`src/rtl/mem_arbiter.sv`:
```
// rtl/mem_arbiter.sv - single-port RAM arbiter between fetch and data requesters
// Data has priority; a streak limit forces one fetch grant after MAX_DSTREAK data grants.
module mem_arbiter #(
    parameter int TIMEOUT     = 16,
    parameter int MAX_DSTREAK = 4
) (
    input  logic        CLK,
    input  logic        nRST,
    input  logic        iREN,
    input  logic [31:0] iaddr,
    input  logic        dREN,
    input  logic        dWEN,
    input  logic [31:0] daddr,
    input  logic [31:0] dstore,
    input  logic [1:0]  ramstate,
    input  logic [31:0] ramload,
    output logic        iwait,
    output logic        dwait,
    output logic [31:0] iload,
    output logic [31:0] dload,
    output logic        ramREN,
    output logic        ramWEN,
    output logic [31:0] ramaddr,
    output logic [31:0] ramstore,
    output logic        bus_err
);

    localparam int TW = (TIMEOUT > 2) ? $clog2(TIMEOUT) : 1;
    localparam int SW = $clog2(MAX_DSTREAK + 1);
    localparam logic [TW-1:0] TCNT_LAST = TW'(TIMEOUT - 1);
    localparam logic [SW-1:0] DSTREAK_MAX = SW'(MAX_DSTREAK);

    localparam logic [1:0] RAM_ACCESS = 2'd2;
    localparam logic [1:0] RAM_ERROR  = 2'd3;

    typedef enum logic [1:0] {IDLE, DGNT, IGNT} state_t;

    state_t        state_q, state_d;
    logic [TW-1:0] tcnt_q, tcnt_d;
    logic [SW-1:0] dstreak_q, dstreak_d;
    logic          bus_err_q, bus_err_d;

    logic dreq, done, fail;

    assign dreq    = dREN | dWEN;
    assign done    = (ramstate == RAM_ACCESS);
    assign fail    = (ramstate == RAM_ERROR) || (tcnt_q == TCNT_LAST);
    assign bus_err = bus_err_q;

    always_comb begin
        state_d   = state_q;
        tcnt_d    = tcnt_q;
        dstreak_d = dstreak_q;
        bus_err_d = bus_err_q;
        iwait     = iREN;
        dwait     = dreq;
        iload     = '0;
        dload     = '0;
        ramREN    = 1'b0;
        ramWEN    = 1'b0;
        ramaddr   = '0;
        ramstore  = '0;
        case (state_q)
            IDLE: begin
                if (!iREN)
                    dstreak_d = '0;
                if (dreq && !(iREN && dstreak_q == DSTREAK_MAX))
                    state_d = DGNT;
                else if (iREN)
                    state_d = IGNT;
            end
            DGNT: begin
                iwait    = 1'b1;
                dwait    = 1'b1;
                ramaddr  = daddr;
                ramstore = dstore;
                ramWEN   = dWEN;
                ramREN   = dREN & ~dWEN;
                if (!dreq) begin
                    state_d = IDLE;
                end else if (done) begin
                    dwait   = 1'b0;
                    dload   = dWEN ? '0 : ramload;
                    state_d = IDLE;
                    if (iREN && dstreak_q != DSTREAK_MAX)
                        dstreak_d = dstreak_q + 1'b1;
                end else if (fail) begin
                    dwait     = 1'b0;
                    bus_err_d = 1'b1;
                    state_d   = IDLE;
                end else begin
                    tcnt_d = tcnt_q + 1'b1;
                end
            end
            IGNT: begin
                iwait   = 1'b1;
                dwait   = 1'b1;
                ramaddr = iaddr;
                ramREN  = iREN;
                if (!iREN) begin
                    state_d = IDLE;
                end else if (done) begin
                    iwait     = 1'b0;
                    iload     = ramload;
                    dstreak_d = '0;
                    state_d   = IDLE;
                end else if (fail) begin
                    iwait     = 1'b0;
                    bus_err_d = 1'b1;
                    state_d   = IDLE;
                end else begin
                    tcnt_d = tcnt_q + 1'b1;
                end
            end
            default: state_d = IDLE;
        endcase
        // Timeout count restarts for every new grant.
        if (state_d == IDLE)
            tcnt_d = '0;
    end

    always_ff @(posedge CLK or negedge nRST) begin
        if (!nRST) begin
            state_q   <= IDLE;
            tcnt_q    <= '0;
            dstreak_q <= '0;
            bus_err_q <= 1'b0;
        end else begin
            state_q   <= state_d;
            tcnt_q    <= tcnt_d;
            dstreak_q <= dstreak_d;
            bus_err_q <= bus_err_d;
        end
    end

endmodule

```
`config.mk`:
```
export PLATFORM = sky130hd
export DESIGN_NAME = mem_arbiter
export DESIGN_NICKNAME = d
export VERILOG_FILES = /design/src/rtl/mem_arbiter.sv
export SDC_FILE = /design/constraint.sdc
export NUM_CORES = 1
export LEC_CHECK = 0
export CELL_PAD_IN_SITES_DETAIL_PLACEMENT = 1
export CELL_PAD_IN_SITES_GLOBAL_PLACEMENT = 1
export CORE_MARGIN = 5
export CORE_UTILIZATION = 15
export DETAILED_ROUTE_END_ITERATION = 10
export PLACE_DENSITY = 0.79
export RECOVER_POWER = 100
export SLEW_MARGIN = 40
export SYNTH_ARGS = -nofsm -noshare
export SYNTH_HDL_FRONTEND = slang
export SYNTH_SLANG_ARGS = --single-unit
```
`constraint.sdc`:
```
create_clock -name CLK -period 2 [get_ports CLK]
set_clock_uncertainty 0.15 [all_clocks]
set_input_delay 0.4 -clock CLK [delete_from_list [all_inputs] [get_ports CLK]]
set_output_delay 0.4 -clock CLK [all_outputs]
set_load 0.005 [all_outputs]
```
After elaboration in Yosys (flattened, before gate mapping)
Index checks and enable logic that the tools add are counted.
Storage, ports and cells
  bits in registers: 10
  input port bits: 135
  output and inout bits: 133
  logic and storage cells: 79
Cells by class
  equal/unequal tests: 15
  reductions and logical operators: 13
  add/sub/neg operators: 2
  mux-type cells: 42
  bitwise logic cells: 3
Operators with widths (number)
  $mux 32: 8
  $pmux 32 s2: 1
  $mux 4: 5
  $mux 3: 6
  $mux 2: 6
  $ne 2x2->1 const B: 6
  $mux 1: 9
  $ne 3x3->1 const B: 3
  $pmux 3 s3: 1
  $pmux 1 s2: 4
  $pmux 4 s2: 1
  $reduce_and 7->1: 1
  $eq 2x2->1 const B: 3
  $pmux 2 s3: 1
  $reduce_and 3->1: 2
  $reduce_bool 3->1: 2
  $add 4x1->4 const B: 1
  $eq 4x4->1 const B: 1
  $logic_not 2->1: 2
  $add 3x1->3 const B: 1
  $eq 3x3->1 const B: 1
  $logic_and 1x1->1: 3
  $eq 2x1->1 const B: 1
  $reduce_bool 2->1: 1
  other kinds (5): 5

Longest topological paths before layout
  word-level depth: 9
  depth in mapped cells: 7
  gate-level depth less buffers: 6

Worst setup path after synthesis
OpenSTA, ideal clock, no wires.
  kind: reg2out
  start: reg state_q[0]
  end: out ramaddr[12]
  data arrival time: 1.409 ns
  buffers on the path: 2
  cell stages (with the launch flop): 7
  required time: 1.450 ns
  slack: 0.041 ns
  path through: dfrtp_1 -> inv_1 -> ha_1 -> buf_2 -> buf_1 -> a22oi_1 -> nor2b_1
On the way
  cells in the longest elaborated chain, start to end: 2
  elaborated cells between the ends (all ways): 3
  those cells by class: 2 x eq/ne; 1 x mux
RTL lines
  start, declared: line 38  | state_t state_q, state_d;
  start signal, assigned: line 129  | state_q <= state_d;
  $eq 2x2->1 or $eq 2x1->1 (tied branches): line 63  | case (state_q)
  $pmux 32 s2 (*): line 63
  end, declared: line 23  | output logic [31:0] ramaddr,
Every way passes the cells marked *; elsewhere a longest branch is shown, timed or not.

Worst setup path in the final report
  start: reg state_q[0]
  end: out dload[2]
On the way
  cells in the longest elaborated chain, start to end: 2
RTL lines
  $eq 2x1->1: line 63
  $mux 32: line 63
  end, declared: line 20  | output logic [31:0] dload,
No other way between the ends.

==> metrics.md <==
| Metric | Value |
|---|---|
| Root Buffer | clkbuf_16 |
| Critical Path AT | 1940 ps |
| Core area | 12700 um^2 |
| Placer Congestion | 0.859 |
| CTS sink count | 10 |
| Antenna violations before repair | 0 |
| Die width | 124 um |
| Global-route wire length before repair | 20100 um |
| Mapped Nets | 416 |
| Crit end category | output pin |
| Power per Cell Area | 796 nW/um^2 |
| Ys flop type | dfrtp_1 |
| WL final | 16600 um |
| Most frequent CP cell | buf_6 |
| Fin cells | 787 |
| IO buf count | 267 |
| Pin count of the biggest net entering global routing | 33 |
| Synth Register Bits | 10 |
| Seq/Total Area, Yosys | 12.8% |
| Layout area overhead | 220% |
| Via count | 3495 |
| Die area | 15400 um^2 |
| Max-cap viol count | 0 |
| DRT iter0 DRCs | 96 |
| Routed Antenna Nets | 0 |
| Cell internal pwr | 3.12 mW |
| HP Class | reg -> reg |
| Avg Cell Area, Syn | 7.13 um^2 |
| Clock buffer depth | 2 |
| Netlist cell types | 43 |
| Syn Std Cell Area | 1950 um^2 |
| I/O Pins | 268 |
| Peak VDD IR | 524 uV |
| TritonCTS clock tree | built |
| Worst setup SP type | flip-flop |
| Final setup margin | -488 ps |
| Cells after DPL | 722 |
| NetSw | 1.85 mW |
| Drc violations | 0 |
| LEAKAGE | 2.78 nW |
| Actual slew at the worst max-slew pin | 553 ps |
| Vias in the first global route | 3681 |
| CTS buffer count | 3 |
| Critical path fanouts, max | 8 |
| Failing checks | setup timing |
| Crit path cell chain | buf_6, ha_4, nand3b_1, nor2_4, buf_6, clkbuf_16, and2_4, buf_6 |
| Final period utilization | 124% |
| Initial core utilization | 15.4% |
| Critical path data required time | 1450 ps |
| Post-detail-place hpwl | 10800 um |
| Unrepaired setup endpoints after global routing | true |
| Outcome | complete, but fails checks |
| # setup viols final | 139 |
| Fin nets | 758 |
| Syn Inst Count | 274 |
| Net Sw Frac | 37.2% |
| Synth async-reset ratio | 100% |
| Fin crit period | 2490 ps |
| DRT Pass-1 Iters | 4 |
| Most common cell after layout, fill and taps aside | clkdlybuf4s50_1 |
| Clock slew at the register clock pins of the worst setup and hold paths | 50 ps |
| Hold Violations, Final | 0 |
| Slowest-stage cell, CP | dfrtp_1 |
| Most frequent cells in the layout | clkdlybuf4s50_1 (129), buf_6 (84), and2_4 (65) |
| DR WL/cell | 21.1 um |
| TNS Setup | -42470 ps |
| Overflow after GRT | 0 |
| Clock Power Share | 8.5% |
| CP peak stage delay | 410 ps |
| Skew-Pair Late Insertion Delay | 250 ps |
| Combinational share of power | 86.1% |
| Post-layout power | 4.97 mW |
| Pre-CTS setup slack | -676 ps |
| Via density | 4.44 |
| Rows | 41 |
| Max-slew violations | 0 |
| Fin util | 49.3% |
| Chip Height | 124 um |
| Relative slew margins | 63.0% |
| Share of cells above drive strength 1 | 59.8% |
| GR Util All Layers | 16.9% |
| Ant. Diodes | 0 |
| Htree depth | 1 |
| Peak Freq | 402 MHz |
| Kind of critical path | reg -> out |
| Number of synthesis warnings | 0 |
| Post-synth EDFFs | 0 |
| Register share of total power | 5.4% |
## worst paths after layout
kind                                       from                    end  slack (ps)  cells after the start
min in group asynchronous                  nRST   state_q[0]$_DFF_PN0_         430                      1
hold reg to reg             bus_err$_DFFE_PN0P_    bus_err$_DFFE_PN0P_         360                      1
hold / removal              bus_err$_DFFE_PN0P_    bus_err$_DFFE_PN0P_         360                      1
setup / recovery           state_q[0]$_DFF_PN0_               dload[2]        -490                      8
setup reg to reg           state_q[0]$_DFF_PN0_  tcnt_q[3]$_DFFE_PN0P_        -230                      9
max in group asynchronous                  nRST   state_q[1]$_DFF_PN0_         870                      1
## cell type report
| class | instances | area [um^2] |
|---|---|---|
| inverters | 8 | 32.5 |
| flip-flops and latches | 10 | 251 |
| clock buffers | 4 | 88.8 |
| multi-input cells | 231 | 2050 |
| fillers | 1458 | 6420 |
| repair buffers | 362 | 3610 |
| well taps | 172 | 215 |
## worst max-delay path: cells and delay by family (launching register included)
| family | cells | cell delay (ps) |
|---|---|---|
| flops | 1 | 410 |
| buf+inv | 4 | 520 |
| fa+ha+maj | 1 | 190 |
| simple gates | 3 | 560 |
## sequential cells by signal, summed over array words and instances, names as in the netlist
signal     cells
tcnt_q         4
dstreak_q      3
state_q        2
bus_err        1
## cell families (layout without fill, tap and decap cells)
group	count (synthesis)	after routing	share of synthesized area [%]
AND/OR/NAND/NOR	160	160	50.1
multiplexers	3	3	1.79
flip-flops	10	10	12.8
AO/OA/AOI/OAI	58	58	22.4
adder cells (fa/ha/maj)	7	7	4.48
XOR/XNOR	3	3	1.35
buffers and inverters	33	374	7.11
## cell usage after synthesis (2+ instances only)
cell type | instances | area share [%]
nor2_1 | 9 | 1.7
nor3_1 | 3 | 0.77
dfrtp_1 | 10 | 13
a21oi_1 | 3 | 0.77
o21ai_1 | 2 | 0.51
buf_2 | 6 | 1.5
nand4_1 | 2 | 0.64
xor2_1 | 3 | 1.3
nand2b_1 | 2 | 0.64
clkbuf_1 | 14 | 2.7
and2_1 | 97 | 31
nand3_1 | 2 | 0.51
a31oi_1 | 2 | 0.64
ha_1 | 7 | 4.5
inv_1 | 8 | 1.5
o21ai_0 | 6 | 1.5
clkbuf_2 | 3 | 0.77
mux2i_1 | 2 | 1.0
a22oi_1 | 32 | 12
nor2b_1 | 32 | 10
nand2_1 | 7 | 1.3
## timing repair
item / 4_1_cts / 5_1_grt
endpoints found under the hold margin: 0 / 0
pin swaps: 17 / 46
cloned: 7 / 7
gates resized for setup: 437 / 310
hold buffers: 0 / 0
setup endpoints to repair: 132 / 139
buffers inserted: 27 / 30
## metrics by stage
stage	hold WS (ps)	instance area (um^2)
floorplan	-45.6	1950
global placement	345	5040
detailed placement	353	5040
CTS	363	5620
global route	390	6250
finish	356	6250
## layer usage
layer / GRT usage (%) / routed length [um] / vias to the layer above
met3: 1.86 / 686 / 36
met2: 34.7 / 9460 / 130
met1: 18.3 / 6060 / 1719
met4: 3.15 / 370 / 0
met5: 0 / 0 / -
li1: - / - / 1610
## power groups by stage
stage,sequential (mW),combinational [mW],clock [mW]
final,0.268,4.28,0.424
after CTS,0.261,3.26,0.415
after floorplan,0.260,1.06,0
after global routing,0.269,4.52,0.433
after detailed placement,0.256,2.60,0
after global placement,0.253,2.52,0
(Power assumes the default switching activity.)
